**src/rtl/g9_loader_pkg.sv**
```systemverilog
// rtl/g9_loader_pkg.sv - shared types and constants for the instruction memory loader
package g9_loader_pkg;

  localparam int DEF_SIZE     = 32;
  localparam int DEF_MEM_SIZE = 512;
  localparam int DEF_ADDR_W   = 9;

  localparam logic [7:0] SYNC_BYTE = 8'hA5;

  typedef enum logic [2:0] {
    ST_IDLE,
    ST_HDR_HI,
    ST_HDR_LO,
    ST_DATA,
    ST_CSUM,
    ST_DONE,
    ST_ERROR
  } load_state_t;

  // DONE and ERROR are only left through reset.
  function automatic logic is_terminal(input load_state_t s);
    return (s == ST_DONE) || (s == ST_ERROR);
  endfunction

endpackage

```
**src/rtl/loader_word_assembler.sv**
```systemverilog
// rtl/loader_word_assembler.sv - big-endian byte-to-word packer with running XOR checksum
module loader_word_assembler (
  input  logic        clk,
  input  logic        reset,
  input  logic        i_clear,
  input  logic        i_byte_en,
  input  logic [7:0]  i_byte,
  output logic        o_word_ready,
  output logic [31:0] o_word,
  output logic [7:0]  o_xor_acc
);

  logic [23:0] r_shift;
  logic [1:0]  r_idx;
  logic [7:0]  r_acc;

  // The completing byte is merged combinationally so the top can register
  // the memory write on the very edge that consumes it.
  assign o_word_ready = i_byte_en && (r_idx == 2'd3);
  assign o_word       = {r_shift, i_byte};
  assign o_xor_acc    = r_acc;

  always_ff @(posedge clk) begin
    if (!reset || i_clear) begin
      r_shift <= '0;
      r_idx   <= '0;
      r_acc   <= '0;
    end else if (i_byte_en) begin
      r_shift <= {r_shift[15:0], i_byte};
      r_idx   <= r_idx + 2'd1;
      r_acc   <= r_acc ^ i_byte;
    end
  end

endmodule

```
**src/rtl/imem_program_loader.sv**
```systemverilog
// rtl/imem_program_loader.sv - framed boot loader writing instruction memory port A
module imem_program_loader
  import g9_loader_pkg::*;
#(
  parameter int SIZE     = DEF_SIZE,
  parameter int MEM_SIZE = DEF_MEM_SIZE,
  parameter int ADDR_W   = DEF_ADDR_W
) (
  input  logic              clk,
  input  logic              reset,
  input  logic [7:0]        rx_data,
  input  logic              rx_valid,
  output logic              rx_ready,
  output logic              imem_wea,
  output logic [SIZE-1:0]   imem_addra,
  output logic [SIZE-1:0]   imem_dina,
  output logic              cpu_run,
  output logic              load_done,
  output logic              load_error,
  output logic [ADDR_W:0]   words_loaded
);

  load_state_t r_state, w_next_state;

  logic [7:0]      r_count_hi;
  logic [15:0]     r_count;
  logic [ADDR_W:0] r_words;
  logic            r_rx_ready;
  logic            r_wea;
  logic [SIZE-1:0] r_addra;
  logic [SIZE-1:0] r_dina;
  logic            r_done;
  logic            r_error;

  logic        w_fire;
  logic        w_data_en;
  logic        w_word_done;
  logic [31:0] w_word_next;
  logic [7:0]  w_xor_acc;
  logic [15:0] w_hdr_count;
  logic [15:0] w_words_inc;

  assign w_fire      = r_rx_ready && rx_valid;
  assign w_data_en   = w_fire && (r_state == ST_DATA);
  assign w_hdr_count = {r_count_hi, rx_data};
  assign w_words_inc = 16'(r_words) + 16'd1;

  loader_word_assembler u_asm (
    .clk          (clk),
    .reset        (reset),
    .i_clear      (r_state == ST_IDLE),
    .i_byte_en    (w_data_en),
    .i_byte       (rx_data),
    .o_word_ready (w_word_done),
    .o_word       (w_word_next),
    .o_xor_acc    (w_xor_acc)
  );

  always_ff @(posedge clk) begin
    if (!reset) begin
      r_state <= ST_IDLE;
    end else begin
      r_state <= w_next_state;
    end
  end

  always_comb begin
    w_next_state = r_state;
    case (r_state)
      ST_IDLE: begin
        if (w_fire && (rx_data == SYNC_BYTE)) w_next_state = ST_HDR_HI;
      end
      ST_HDR_HI: begin
        if (w_fire) w_next_state = ST_HDR_LO;
      end
      ST_HDR_LO: begin
        if (w_fire) begin
          if (w_hdr_count == 16'd0)                w_next_state = ST_CSUM;
          else if (w_hdr_count > 16'(MEM_SIZE))    w_next_state = ST_ERROR;
          else                                     w_next_state = ST_DATA;
        end
      end
      ST_DATA: begin
        if (w_word_done && (w_words_inc == r_count)) w_next_state = ST_CSUM;
      end
      ST_CSUM: begin
        if (w_fire) w_next_state = (rx_data == w_xor_acc) ? ST_DONE : ST_ERROR;
      end
      ST_DONE:  w_next_state = ST_DONE;
      ST_ERROR: w_next_state = ST_ERROR;
      default:  w_next_state = ST_IDLE;
    endcase
  end

  // Every output is registered from the next-state decision of the same edge.
  always_ff @(posedge clk) begin
    if (!reset) begin
      r_count_hi <= '0;
      r_count    <= '0;
      r_words    <= '0;
      r_rx_ready <= 1'b0;
      r_wea      <= 1'b0;
      r_addra    <= '0;
      r_dina     <= '0;
      r_done     <= 1'b0;
      r_error    <= 1'b0;
    end else begin
      if ((r_state == ST_HDR_HI) && w_fire) r_count_hi <= rx_data;
      if ((r_state == ST_HDR_LO) && w_fire) r_count    <= w_hdr_count;

      r_rx_ready <= !is_terminal(w_next_state);
      r_wea      <= w_word_done;
      if (w_word_done) begin
        r_addra <= {{(SIZE-ADDR_W){1'b0}}, r_words[ADDR_W-1:0]};
        r_dina  <= w_word_next;
        r_words <= r_words + 1'b1;
      end

      r_done  <= (w_next_state == ST_DONE);
      r_error <= (w_next_state == ST_ERROR);
    end
  end

  assign rx_ready     = r_rx_ready;
  assign imem_wea     = r_wea;
  assign imem_addra   = r_addra;
  assign imem_dina    = r_dina;
  assign cpu_run      = r_done;
  assign load_done    = r_done;
  assign load_error   = r_error;
  assign words_loaded = r_words;

endmodule
```
**config.mk**
```make
export PLATFORM = sky130hd
export DESIGN_NAME = imem_program_loader
export DESIGN_NICKNAME = d
export VERILOG_FILES = /design/src/rtl/g9_loader_pkg.sv /design/src/rtl/loader_word_assembler.sv /design/src/rtl/imem_program_loader.sv
export SDC_FILE = /design/constraint.sdc
export NUM_CORES = 1
export LEC_CHECK = 0
export ABC_CLOCK_PERIOD_IN_PS = 2100
export CORE_UTILIZATION = 40
export CTS_BUF_LIST = sky130_fd_sc_hd__clkbuf_2 sky130_fd_sc_hd__clkbuf_4 sky130_fd_sc_hd__clkbuf_8
export CTS_CLUSTER_SIZE = 16
export DETAILED_ROUTE_END_ITERATION = 8
export DONT_BUFFER_PORTS = 1
export MAX_ROUTING_LAYER = met4
export SETUP_SLACK_MARGIN = 0.15
export SYNTH_ARGS = -nofsm -noshare
export SYNTH_HDL_FRONTEND = slang
export SYNTH_SLANG_ARGS = --single-unit
```
**constraint.sdc**
```tcl
create_clock -name clk -period 2.1 [get_ports clk]
set_input_delay 0.21 -clock clk [delete_from_list [all_inputs] [get_ports clk]]
set_output_delay 0.21 -clock clk [all_outputs]
set_load 0.05 [all_outputs]
```
==> flow_summary.ini <==
[clocking]
clk_path_buf_depth = 2
cts_buffers = 17
clk_pin_slew_worst_paths_ns = 0.07
h-tree-depth = 4
cts_num_sinks = 116
clock_latency_ns = 0.44
cts_tree = done
ctsHoldBuffers = 15
cts_root_buf = clkbuf_8

[status]
violations = negative hold slack
outcome = finished with violations

[global_routing]
grt_pass1_vias = 3900
antenna_found_initial = 0
grt_pass1_wl_um = 19900
overflow = 0
grt_usage = 0.208
grt_max_degree = 81

[synth]
seq_area_frac_synth = 0.457
yosysWarnings = 0
synth.top_cell.area_share = 0.457
synth.area.top_cells = dfxtp_1 (46%), nand2_1 (11%), a21boi_0 (6.3%)
yosys.cell_types.count = 50
synthTopCellsByCount = nand2_1 (148), dfxtp_1 (116), a21boi_0 (43)
ys.flop_type = dfxtp_1
ys_ff_latch = 116
synth_top_area_cell = dfxtp_1
synth_area_per_cell_um2 = 8.56
synth.most_common_cell = nand2_1
syn_inst = 594
async_flop_share = 0
synthesis.area_um2 = 5080
synth_edf_count = 0

[pwr]
p_comb_frac = 0.038
p_leak_uw = 0.00214
max-vdd-ir-drop_mv = 0.398
p_per_area_nw_per_um2 = 726
seq_power_share = 0.509
clockPowerShare = 0.453
internal_power_uw = 3340
switching_share = 0.224
p_sw_uw = 963

[critical_path]
startpoint_type = flip-flop
slowest_delay_ns = 0.37
cp_max_fo = 4
end_kind = flip-flop
cpMaxStageDelayCell = dfxtp_4
crit_type = reg -> reg
cp.arrival_ns = 2.41
crit_chain = ha_4 > xor2_2 > o311a_1 > o211ai_1 > nor4_2 > nand4_1 > buf_6 > and2_4 > a21o_1
cp.required_ns = 2.43

[drt]
wl_per_cell_um = 15.3
drt-total-wl_um = 12200
wl_met3_um = 781
top_layer_used = met4
vias = 3934
ant_nets = 0
drt_iter0_markers = 172
drt-met1-wl_um = 5640
drcViolationCount = 0
wl_met2_um = 5500
vias_per_cell = 4.92
dr.pass1.iters = 4

[floorplanning]
core_area_um2 = 12200
rows = 40
io_pins = 90
initial_core_util = 0.416
dieArea_um2 = 13200
die_w_um = 115
die_h_um = 115

[finish]
drive_gt1_frac = 0.149
n_fill_cell = 1212
syn_to_final_growth_pct = 16.7
utilization = 0.486
nets = 633
n_antenna_cell = 0

[placement]
detailed_place_hpwl_um = 7690
numPortBuffers = 0
place_congestion = 0.842

[sta]
post-route-period-util = 0.988
fin_skew_ns = 0.0115
slew_viol_final = 0
whs_ns = -0.0880
final-hold-violation-count = 71
tns_ns = 0
fmax_mhz = 482
worst_slew_pin_slew_ns = 0.533
maxSlewHeadroom = 0.644
finalCriticalPeriod_ns = 2.07
grt_setup_unrepaired = true
finalSetupViolCount = 0

[worst_hold_path]
hold_class = in -> reg

[run]
cap_violations = 0
## metrics by stage
step                power [uW]  instances  worst slack (ns)  instance area (um^2)
global route              4480        800           -0.0728                  5930
global placement          2370        749            0.0490                  5320
detailed placement        2370        749           -0.0640                  5320
floorplan                 2420        616             0.116                  5220
finish                    4310        800            0.0260                  5930
CTS                       4370        798            0.0843                  5900
## final timing paths
path	to	cells after the start	slack, ns	from
min	words_loaded[7]	1	-0.09	reset
min reg2reg	u_asm.r_shift[20]	2	0.46	u_asm.r_shift[20]
max	rx_ready	9	0.03	words_loaded[0]
max reg2reg	rx_ready	9	0.03	words_loaded[0]
## sequential cells by signal, summed over array words and instances (netlist names)
name	flops
u_asm.r_shift	24
r_state	3
u_asm.o_xor_acc	8
imem_addra	9
rx_ready	1
u_asm.r_idx	2
imem_wea	1
r_count	16
words_loaded	10
load_error	1
r_count_hi	8
imem_dina	32
cpu_run	1
## critical path, delay by kind of cell, from the launching register on
kind / cells / cell delay, ns
flops: 1 / 0.37
buf+inv: 1 / 0.16
simple gates: 3 / 0.63
xor+xnor: 1 / 0.17
compound gates: 3 / 0.49
fa+ha+maj: 1 / 0.16
## cells in the final DEF (no fill, tap or decap), drive strengths merged, types with 19 or more instances in the layout
master and n:
mux2i 24, nor2 21, nor2b 34, xor2 19
dfxtp 116, buf 32, a21oi 31, a21boi 43
clkbuf 27, nand2 148, conb 23
## kinds of logic (layout without fill, tap and decap cells)
kind of cell,after synthesis,count (layout),synth area share
AOI/OAI and AO/OA,100,100,0.130
and+or+nand+nor,250,250,0.230
buffers and inverters,65,81,0.0687
DFF,116,116,0.457
adders and majority gates,2,2,0.00492
other,1,23,0.000737
muxes,24,24,0.0472
xor gates and xnor gates,36,36,0.0620
## layout make-up
type,count,area (um^2),share of cell area
timing repair buffer,47,410,0.0692
inverter,3,11.3,0.00190
tap,168,210,0.0354
clock inverter,4,47.5,0.00801
clock buffer,27,328,0.0552
sequential,116,2350,0.397
multi-input combinational,435,2570,0.433
## what timing repair did
item	in CTS	in global routing
pin swaps	11	5
resized for setup	7	7
buffers inserted	3	2
hold endpoints to repair	87	71
setup endpoints to repair	6	12
## power by group through the flow
stage	Clock, uW	Sequential, uW	Combinational, uW
2_1_floorplan	0	2250	174
3_3_place_gp	0	2240	133
3_5_place_dp	0	2240	133
4_1_cts	2010	2190	162
5_1_grt	2120	2190	170
6_report	1950	2190	162
## routing by layer
metal / vias up / GRT usage
met5: - / -
met4: 0 / 0.106
met3: 26 / 0.0643
met2: 111 / 0.305
met1: 1824 / 0.257
li1: 1973 / -
(Power assumes the default switching activity.)
